--- src/rtl/instr_exec_unit.sv ---
// Execution stage behind the instruction register: single-cycle ALU ops plus a
// 32-step restoring divider, with valid/ready handshakes on both sides.
module instr_exec_unit #(
    parameter int OP_WIDTH  = 32,
    parameter int TAG_WIDTH = 5
) (
    input  logic                    clk,
    input  logic                    reset,
    input  logic                    in_valid,
    output logic                    in_ready,
    input  logic [3:0]              in_opcode,
    input  logic [OP_WIDTH-1:0]     in_op_a,
    input  logic [OP_WIDTH-1:0]     in_op_b,
    input  logic [TAG_WIDTH-1:0]    in_tag,
    output logic                    out_valid,
    input  logic                    out_ready,
    output logic [2*OP_WIDTH-1:0]   out_result,
    output logic [TAG_WIDTH-1:0]    out_tag,
    output logic                    out_div_by_zero,
    output logic                    out_illegal_op
);

    localparam int RES_WIDTH = 2 * OP_WIDTH;
    localparam int CNT_WIDTH = $clog2(OP_WIDTH);

    localparam logic [3:0] OPC_ZERO  = 4'd0;
    localparam logic [3:0] OPC_PASSA = 4'd1;
    localparam logic [3:0] OPC_PASSB = 4'd2;
    localparam logic [3:0] OPC_ADD   = 4'd3;
    localparam logic [3:0] OPC_SUB   = 4'd4;
    localparam logic [3:0] OPC_MULT  = 4'd5;
    localparam logic [3:0] OPC_DIV   = 4'd6;
    localparam logic [3:0] OPC_MOD   = 4'd7;

    localparam logic [CNT_WIDTH-1:0] CNT_ONE  = CNT_WIDTH'(1);
    localparam logic [CNT_WIDTH-1:0] CNT_LAST = CNT_WIDTH'(OP_WIDTH - 1);
    localparam logic [OP_WIDTH-1:0]  OP_ONE   = OP_WIDTH'(1);
    localparam logic [RES_WIDTH-1:0] RES_ONE  = RES_WIDTH'(1);

    typedef enum logic [1:0] {
        IDLE     = 2'd0,
        DIV_BUSY = 2'd1,
        DONE     = 2'd2
    } state_t;

    state_t                  state_r;
    logic [CNT_WIDTH-1:0]    cnt_r;
    logic [OP_WIDTH-1:0]     rem_r;
    logic [OP_WIDTH-1:0]     quo_r;
    logic [OP_WIDTH-1:0]     dvs_r;
    logic                    is_mod_r;
    logic                    neg_q_r;
    logic                    neg_r_r;
    logic                    out_valid_r;
    logic [RES_WIDTH-1:0]    out_result_r;
    logic [TAG_WIDTH-1:0]    out_tag_r;
    logic                    dbz_r;
    logic                    ill_r;

    logic                    in_ready_s;
    logic                    take_s;
    logic [RES_WIDTH-1:0]    a_ext_s;
    logic [RES_WIDTH-1:0]    b_ext_s;
    logic [RES_WIDTH-1:0]    alu_res_s;
    logic                    is_div_s;
    logic                    dbz_s;
    logic                    ill_s;
    logic [OP_WIDTH:0]       rem_shift_s;
    logic [OP_WIDTH:0]       diff_s;
    logic                    fits_s;
    logic [OP_WIDTH-1:0]     rem_next_s;
    logic [OP_WIDTH-1:0]     quo_next_s;
    logic [RES_WIDTH-1:0]    quo_wide_s;
    logic [RES_WIDTH-1:0]    rem_wide_s;
    logic [RES_WIDTH-1:0]    div_res_s;

    function automatic logic [OP_WIDTH-1:0] magnitude(input logic [OP_WIDTH-1:0] v);
        magnitude = v[OP_WIDTH-1] ? (~v + OP_ONE) : v;
    endfunction

    assign in_ready_s = (state_r == IDLE) || ((state_r == DONE) && out_ready);
    assign take_s     = in_valid && in_ready_s;
    assign a_ext_s    = {{OP_WIDTH{in_op_a[OP_WIDTH-1]}}, in_op_a};
    assign b_ext_s    = {{OP_WIDTH{in_op_b[OP_WIDTH-1]}}, in_op_b};

    // Single-cycle result and flag decode for the instruction on the input port
    always_comb begin
        alu_res_s = {RES_WIDTH{1'b0}};
        is_div_s  = 1'b0;
        dbz_s     = 1'b0;
        ill_s     = 1'b0;
        case (in_opcode)
            OPC_ZERO:  alu_res_s = {RES_WIDTH{1'b0}};
            OPC_PASSA: alu_res_s = a_ext_s;
            OPC_PASSB: alu_res_s = b_ext_s;
            OPC_ADD:   alu_res_s = a_ext_s + b_ext_s;
            OPC_SUB:   alu_res_s = a_ext_s - b_ext_s;
            OPC_MULT:  alu_res_s = a_ext_s * b_ext_s;
            OPC_DIV, OPC_MOD: begin
                is_div_s = 1'b1;
                if (in_op_b == {OP_WIDTH{1'b0}}) begin
                    dbz_s = 1'b1;
                end else begin
                    dbz_s = 1'b0;
                end
            end
            default:   ill_s = 1'b1;
        endcase
    end

    // One restoring step on magnitudes; the final step's outputs feed the signed result
    always_comb begin
        rem_shift_s = {1'b0, rem_r[OP_WIDTH-2:0], quo_r[OP_WIDTH-1]};
        rem_shift_s[OP_WIDTH] = rem_r[OP_WIDTH-1];
        diff_s      = rem_shift_s - {1'b0, dvs_r};
        fits_s      = ~diff_s[OP_WIDTH];
        if (fits_s) begin
            rem_next_s = diff_s[OP_WIDTH-1:0];
        end else begin
            rem_next_s = rem_shift_s[OP_WIDTH-1:0];
        end
        quo_next_s = {quo_r[OP_WIDTH-2:0], fits_s};
        quo_wide_s = {{OP_WIDTH{1'b0}}, quo_next_s};
        rem_wide_s = {{OP_WIDTH{1'b0}}, rem_next_s};
        if (is_mod_r) begin
            div_res_s = neg_r_r ? (~rem_wide_s + RES_ONE) : rem_wide_s;
        end else begin
            div_res_s = neg_q_r ? (~quo_wide_s + RES_ONE) : quo_wide_s;
        end
    end

    // Control FSM with registered result, tag and flags
    always_ff @(posedge clk) begin
        if (reset) begin
            state_r      <= IDLE;
            cnt_r        <= {CNT_WIDTH{1'b0}};
            rem_r        <= {OP_WIDTH{1'b0}};
            quo_r        <= {OP_WIDTH{1'b0}};
            dvs_r        <= {OP_WIDTH{1'b0}};
            is_mod_r     <= 1'b0;
            neg_q_r      <= 1'b0;
            neg_r_r      <= 1'b0;
            out_valid_r  <= 1'b0;
            out_result_r <= {RES_WIDTH{1'b0}};
            out_tag_r    <= {TAG_WIDTH{1'b0}};
            dbz_r        <= 1'b0;
            ill_r        <= 1'b0;
        end else begin
            case (state_r)
                IDLE, DONE: begin
                    if (take_s) begin
                        out_tag_r <= in_tag;
                        dbz_r     <= dbz_s;
                        ill_r     <= ill_s;
                        if (is_div_s && !dbz_s) begin
                            state_r      <= DIV_BUSY;
                            cnt_r        <= CNT_LAST;
                            out_valid_r  <= 1'b0;
                            out_result_r <= {RES_WIDTH{1'b0}};
                            rem_r        <= {OP_WIDTH{1'b0}};
                            quo_r        <= magnitude(in_op_a);
                            dvs_r        <= magnitude(in_op_b);
                            is_mod_r     <= (in_opcode == OPC_MOD);
                            neg_q_r      <= in_op_a[OP_WIDTH-1] ^ in_op_b[OP_WIDTH-1];
                            neg_r_r      <= in_op_a[OP_WIDTH-1];
                        end else begin
                            state_r      <= DONE;
                            out_valid_r  <= 1'b1;
                            out_result_r <= alu_res_s;
                        end
                    end else if ((state_r == DONE) && out_ready) begin
                        state_r     <= IDLE;
                        out_valid_r <= 1'b0;
                    end else begin
                        state_r <= state_r;
                    end
                end
                DIV_BUSY: begin
                    rem_r <= rem_next_s;
                    quo_r <= quo_next_s;
                    cnt_r <= cnt_r - CNT_ONE;
                    if (cnt_r == {CNT_WIDTH{1'b0}}) begin
                        state_r      <= DONE;
                        out_valid_r  <= 1'b1;
                        out_result_r <= div_res_s;
                    end else begin
                        state_r <= DIV_BUSY;
                    end
                end
                default: begin
                    state_r     <= IDLE;
                    out_valid_r <= 1'b0;
                end
            endcase
        end
    end

    assign in_ready        = in_ready_s;
    assign out_valid       = out_valid_r;
    assign out_result      = out_result_r;
    assign out_tag         = out_tag_r;
    assign out_div_by_zero = dbz_r;
    assign out_illegal_op  = ill_r;

endmodule

--- config.mk ---
export PLATFORM = sky130hd
export DESIGN_NAME = instr_exec_unit
export DESIGN_NICKNAME = d
export VERILOG_FILES = /design/src/rtl/instr_exec_unit.sv
export SDC_FILE = /design/constraint.sdc
export NUM_CORES = 2
export LEC_CHECK = 0
export BUFFER_PORTS_ARGS = -buffer_cell sky130_fd_sc_hd__clkbuf_2
export CAP_MARGIN = 10
export CORE_MARGIN = 3
export CORE_UTILIZATION = 50
export DETAILED_ROUTE_END_ITERATION = 10
export PLACE_DENSITY_LB_ADDON = 0.15
export SLEW_MARGIN = 20
export SYNTH_ARGS = -nofsm -noshare
export SYNTH_HDL_FRONTEND = slang
export SYNTH_SLANG_ARGS = --single-unit
--- constraint.sdc ---
create_clock -name clk -period 12.55 [get_ports clk]
set_input_delay 2.51 -clock clk [delete_from_list [all_inputs] [get_ports clk]]
set_output_delay 2.51 -clock clk [all_outputs]
set_load 0.02 [all_outputs]
# Word level (Yosys, flattened, before mapping)

Cells that the tools add are included.
Widths: inputs -> output; s select.

Bits of input ports: 77
Output and inout port bits: 73
Word-level logic and storage cells: 93
Register bits: 178

Bitwise operators: 6
Add/subtract/negate cells: 8
Reduce and logical (&&, ||, !) cells: 18
Multiplexer cells: 34
Equality and inequality tests: 13
Multipliers: 1

Operator list:

| kind                  | number |
|---|---|
| $mux 64               | 6 |
| $pmux 64 s5           | 1 |
| $mux 32               | 7 |
| $add 64x1->64 const B | 2 |
| $not 32->64           | 2 |
| $pmux 32 s2           | 2 |
| $pmux 64 s2           | 1 |
| $add 32x1->32 const B | 2 |
| $mul 32x32->64        | 1 |
| $not 32->32           | 2 |
| $add 32x32->33        | 1 |
| $sub 32x32->33        | 1 |
| $sub 33x32->33        | 1 |
| $logic_not 32->1      | 1 |
| $eq 4x3->1 const B    | 4 |
| $mux 5                | 2 |
| $pmux 5 s2            | 1 |
| $reduce_and 3->1      | 3 |
| $eq 4x2->1 const B    | 2 |
| $mux 1                | 8 |
| $mux 2                | 4 |
| $reduce_or 8->1       | 1 |
| $ne 2x2->1 const B    | 3 |
| $logic_not 5->1       | 1 |
| 17 further kinds      | 21 |

# Logic depth before layout (Yosys ltp)

Depth in word-level cells: 8
Depth in mapped cells: 32
Mapped depth without buffers: 29

# Least setup slack after synthesis

Ideal clock, no wire load.

Path type: in2reg
From: input in_op_a[31]
To: register out_result_r[63], in the netlist out_result[63]
Arrival: 10728 ps
Setup slack: 1736 ps
Library setup time: 86 ps
Required time: 12464 ps
Stages: 28
Path through: clkbuf_1 clkbuf_1 clkbuf_1 clkbuf_1 nand2_1 fa_1 fa_1 fa_1 inv_1 fa_1 fa_1 fa_1 inv_1 fa_1 inv_1 fa_1 ha_1 a21o_1 a21o_1 a21o_1 a21o_1 a22o_1 a311oi_1 o31ai_1 a21oi_1 xnor2_1 a21oi_1 a211oi_1

Cells in the longest elaborated chain, start to end: 5
Elaborated cells on any way between the ends: 7
Those cells by class: 2 x add/sub; 1 x mul; 4 x mux

Ends and longest elaborated chain:

| what                                         | line | RTL |
|---|---|---|
| start, declared                              | 12   | `input logic [OP_WIDTH-1:0] in_op_a,` |
| $mul 32x32->64, or another cell as far along | 98   | `OPC_MULT: alu_res_s = a_ext_s * b_ext_s;` |
| $pmux 64 s5 (*)                              | 92   | `case (in_opcode)` |
| $mux 64 (*)                                  | 155  | `if (is_div_s && !dbz_s) begin` |
| $mux 64 (*)                                  | 151  | `if (take_s) begin` |
| $pmux 64 s2 (*)                              | 149  | `case (state_r)` |
| end signal, assigned                         | 144  | `out_result_r <= {RES_WIDTH{1'b0}};` |
| end signal, assigned                         | 159  | `out_result_r <= {RES_WIDTH{1'b0}};` |
| end signal, assigned                         | 169  | `out_result_r <= alu_res_s;` |
| end, declared                                | 55   | `logic [RES_WIDTH-1:0] out_result_r;` |

Mark *: on every way between the ends. The rest lies on a longest branch, timed or not. The select of a mux whose other input is x is not followed.
A chain may end at the register's enable or synchronous reset.

# Worst setup path in the final report

From: input in_op_a[6]
To: register out_result_r[57], in the netlist out_result[57]

Same word-level chain as after synthesis.

==> impl_table.tex <==
\begin{tabular}{lr}
\hline
Metric & Value \\
\hline
\multicolumn{2}{l}{\textbf{Outcome}} \\
\quad Run status & finished clean \\
\multicolumn{2}{l}{\textbf{Placement}} \\
\quad Placer's final routability congestion estimate & 0.963 \\
\quad Post-detailed-placement half-perimeter wirelength & 143 mm \\
\quad IO buf count & 149 \\
\multicolumn{2}{l}{\textbf{Clock network}} \\
\quad Latest clock arrival within the worst-skew pair & 480 ps \\
\quad Cts repair resizes & 0 \\
\quad Library cell used as clock root buffer & sky130\_fd\_sc\_hd\_\_clkbuf\_16 \\
\quad CTS Buffer Depth & 2 \\
\quad Clock tree from TritonCTS & built \\
\quad Buffer count from post-CTS setup fixing & 0 \\
\quad Number of hold buffers added after cts & 0 \\
\quad Number of CTS-inserted buffers & 17 \\
\quad Register clock-pin slew on the reported worst setup and hold paths & 80 ps \\
\quad Level count of the clock H-tree & 4 \\
\quad Clock Sinks & 178 \\
\multicolumn{2}{l}{\textbf{Hold path}} \\
\quad Hold depth & 2 \\
\quad Classification of the worst-slack hold path & reg2reg \\
\quad Hold path start & out\_tag[3] \\
\quad End point of the worst hold path & out\_tag[3] \\
\multicolumn{2}{l}{\textbf{Detailed routing}} \\
\quad Drt drc & 0 \\
\quad Drt via density & 5.89 \\
\quad Via count & 44.3k \\
\quad Detailed Route Iter0 Violations & 3674 \\
\quad Routed len/inst & 23.7 µm \\
\quad Detailed-router iteration count before antenna repair & 6 \\
\quad Detail Route Antenna Nets & 0 \\
\quad Total Wirelength & 178 mm \\
\multicolumn{2}{l}{\textbf{Layout}} \\
\quad Fraction of final layout cells with drive strength greater than 1 & 5.76\% \\
\quad Commonest cells after routing, fill and taps aside & sky130\_fd\_sc\_hd\_\_fa\_1, sky130\_fd\_sc\_hd\_\_inv\_1, sky130\_fd\_sc\_hd\_\_nand2\_1 \\
\quad FF/Latch Area & 0.00356 mm² \\
\quad Count of filler cells inserted in the layout & 9934 \\
\quad Final Net Count & 7564 \\
\quad Most common cell after layout, fill and taps aside & sky130\_fd\_sc\_hd\_\_fa\_1 \\
\quad Multi-input logic area & 0.0437 mm² \\
\quad Layout area overhead & 4.81\% \\
\multicolumn{2}{l}{\textbf{Floorplan}} \\
\quad Boundary Pins & 150 \\
\quad Die ar. & 0.110 mm² \\
\quad Placement row count & 118 \\
\quad CORE AREA & 0.104 mm² \\
\quad Floorplan die width & 331 µm \\
\quad Overall die height & 331 µm \\
\quad Initial core utilization & 50.7\% \\
\multicolumn{2}{l}{\textbf{Worst setup path}} \\
\quad Worst r2r path cells & 23 \\
\quad Kind of end point of the critical path & register \\
\quad Maximum cell stage delay along the critical path & 890 ps \\
\quad Arrival time worst endpoint & 11630 ps \\
\quad R2R Path Start & quo\_r[31] \\
\quad Worst reg2reg setup slack & 5280 ps \\
\quad Highest net fanout along the worst path & 32 \\
\quad Cell type of the slowest stage on the worst timing path & sky130\_fd\_sc\_hd\_\_a2111oi\_0 \\
\quad Crit Reg-Reg Endpoint & out\_result[48] \\
\quad Worst Setup Path Type & in2reg \\
\quad Data required time at the worst endpoint & 12930 ps \\
\quad Startpoint kind of the worst setup timing path & primary input \\
\multicolumn{2}{l}{\textbf{STA}} \\
\quad Slew at the pin closest to its max-slew limit & 1100 ps \\
\quad Highest clock rate & 0.0889 GHz \\
\quad Slew margin rel. & 27.0\% \\
\quad Unrepaired setup endpoints after global routing & false \\
\quad Number of pins with negative max-slew slack in the final report & 0 \\
\quad Minimum clock period after layout & 11250 ps \\
\quad Final-layout worst hold slack & 456 ps \\
\quad Setup clock skew after layout & 23.3 ps \\
\quad Total negative slack for setup checks & 0 ps \\
\quad Final Hold Viols & 0 \\
\quad Period utilization & 89.6\% \\
\quad Final setup fails & 0 \\
\multicolumn{2}{l}{\textbf{Global routing}} \\
\quad Number of antenna violations at the first check in global routing & 9 \\
\quad Via count of the first global-routing pass & 45.9k \\
\quad Global router's overall resource usage & 33.5\% \\
\quad GRT Residual Overflow & 0 \\
\quad Largest net degree at the start of global routing & 114 \\
\quad Global-route wire length before repair & 279 mm \\
\multicolumn{2}{l}{\textbf{Logic synthesis}} \\
\quad Post-synth ARST share & 0\% \\
\quad Synthesized area divided by synthesized cell count & 8.47 µm² \\
\quad Yosys warning count & 0 \\
\quad Post-Syn Area & 0.0528 mm² \\
\quad Sequential share of the synthesized area & 6.75\% \\
\quad Prevailing post-synth register cell & sky130\_fd\_sc\_hd\_\_dfxtp\_1 \\
\quad Cell count after synthesis & 6236 \\
\quad Post-synthesis sequential element count & 178 \\
\quad Syn\_nets & 7686 \\
\quad Number of enable-type register cells in the synthesized netlist & 0 \\
\quad Netlist cell types & 88 \\
\multicolumn{2}{l}{\textbf{Flow run}} \\
\quad Number of violations of the max-capacitance limit & 0 \\
\hline
\end{tabular}
stage by stage:
step | utilization [%] | cells | setup slack [ps] | instance area, µm²
2_1_floorplan | - | 6236 | 1740 | 52800
3_3_place_gp | 52.5 | 7475 | 1050 | 54700
3_5_place_dp | 52.5 | 7475 | 1000 | 54700
4_1_cts | 53.1 | 7507 | 1450 | 55300
5_1_grt | 53.1 | 7507 | 953 | 55300
6_report | 53.2 | 7516 | 1300 | 55300
critical path, delay by kind of cell:
kind | cells | cell delay [ps]
buffers and inverters | 9 | 1520
AND/OR/NAND/NOR | 2 | 260
XOR/XNOR | 1 | 140
adder cells (fa/ha/maj) | 10 | 4160
AO/OA/AOI/OAI | 7 | 3020
cell families after synthesis:
group                      Yosys count  share of synthesized area [%]
DFF                                178                           6.75
buffers and inverters             1486                           10.6
and+or+nand+nor                   1940                           17.5
xor gates and xnor gates           201                           3.33
adders and majority gates         1373                           48.0
muxes                               30                          0.569
AOI/OAI and AO/OA                 1028                           13.2
registers in the layout, summed over array words and instances (netlist names), 2 cells and up:
signal      count
cnt_r           5
dvs_r          32
out_result     64
out_tag         5
quo_r          32
rem_r          32
state_r         2
cell type report:
type / instances / share of cell area [%]
inverters: 1074 / 7.28
multi-input cells: 4572 / 78.9
clock inverters: 15 / 0.387
clock buffers: 17 / 0.769
diodes: 9 / 0.0407
flip-flops and latches: 178 / 6.44
well taps: 1380 / 3.12
repair buffers: 271 / 3.04
cells in the mapped netlist, types with 16 or more instances:
master | number | area, µm²
sky130_fd_sc_hd__fa_1 | 1085 | 21700
sky130_fd_sc_hd__inv_1 | 1069 | 4010
sky130_fd_sc_hd__nand2_1 | 658 | 2470
sky130_fd_sc_hd__nor2_1 | 470 | 1760
sky130_fd_sc_hd__and2_1 | 458 | 2870
sky130_fd_sc_hd__clkbuf_1 | 360 | 1350
sky130_fd_sc_hd__ha_1 | 288 | 3600
sky130_fd_sc_hd__a21oi_1 | 210 | 1050
sky130_fd_sc_hd__o21ai_0 | 198 | 991
sky130_fd_sc_hd__dfxtp_1 | 178 | 3560
sky130_fd_sc_hd__xnor2_1 | 117 | 1020
sky130_fd_sc_hd__a211oi_1 | 114 | 856
sky130_fd_sc_hd__xor2_1 | 84 | 736
sky130_fd_sc_hd__nor3_1 | 79 | 395
sky130_fd_sc_hd__a21o_1 | 71 | 533
sky130_fd_sc_hd__a31oi_1 | 64 | 400
sky130_fd_sc_hd__nand3_1 | 50 | 250
sky130_fd_sc_hd__a221oi_1 | 48 | 420
sky130_fd_sc_hd__o31ai_1 | 44 | 330
sky130_fd_sc_hd__nand2b_1 | 36 | 225
sky130_fd_sc_hd__nor2b_1 | 31 | 194
sky130_fd_sc_hd__o21a_1 | 31 | 233
sky130_fd_sc_hd__or3_1 | 31 | 194
sky130_fd_sc_hd__mux2i_1 | 30 | 300
sky130_fd_sc_hd__nand4_1 | 29 | 181
sky130_fd_sc_hd__buf_2 | 26 | 130
sky130_fd_sc_hd__o21bai_1 | 24 | 180
sky130_fd_sc_hd__a222oi_1 | 23 | 230
sky130_fd_sc_hd__buf_1 | 22 | 82.6
sky130_fd_sc_hd__o211ai_1 | 20 | 150
sky130_fd_sc_hd__and3_1 | 19 | 119
sky130_fd_sc_hd__or4_1 | 17 | 128
sky130_fd_sc_hd__o41ai_1 | 16 | 140
routing by layer:
metal	global-route usage, %	vias to the layer above	wire length (µm)
met5	0	-	60
met4	13.3	10	8560
met1	44.8	22678	72800
met3	6.07	343	14300
met2	54.1	1791	82700
li1	-	19463	-
worst max-delay path by stage:
stage	start	to	slack, ps	cells after the start
floorplan	in_op_a[31]	out_result[63]	1740	28
global placement	in_op_a[6]	out_result[57]	1050	29
detailed placement	in_op_a[6]	out_result[57]	1000	29
CTS	in_op_a[6]	out_result[57]	1450	29
global route	in_op_a[6]	out_result[57]	950	29
finish	in_op_a[6]	out_result[57]	1300	29
Power is left out: the tool's default activity adds up to more than one toggle a clock period on the data nets, which glitch-free logic cannot reach.
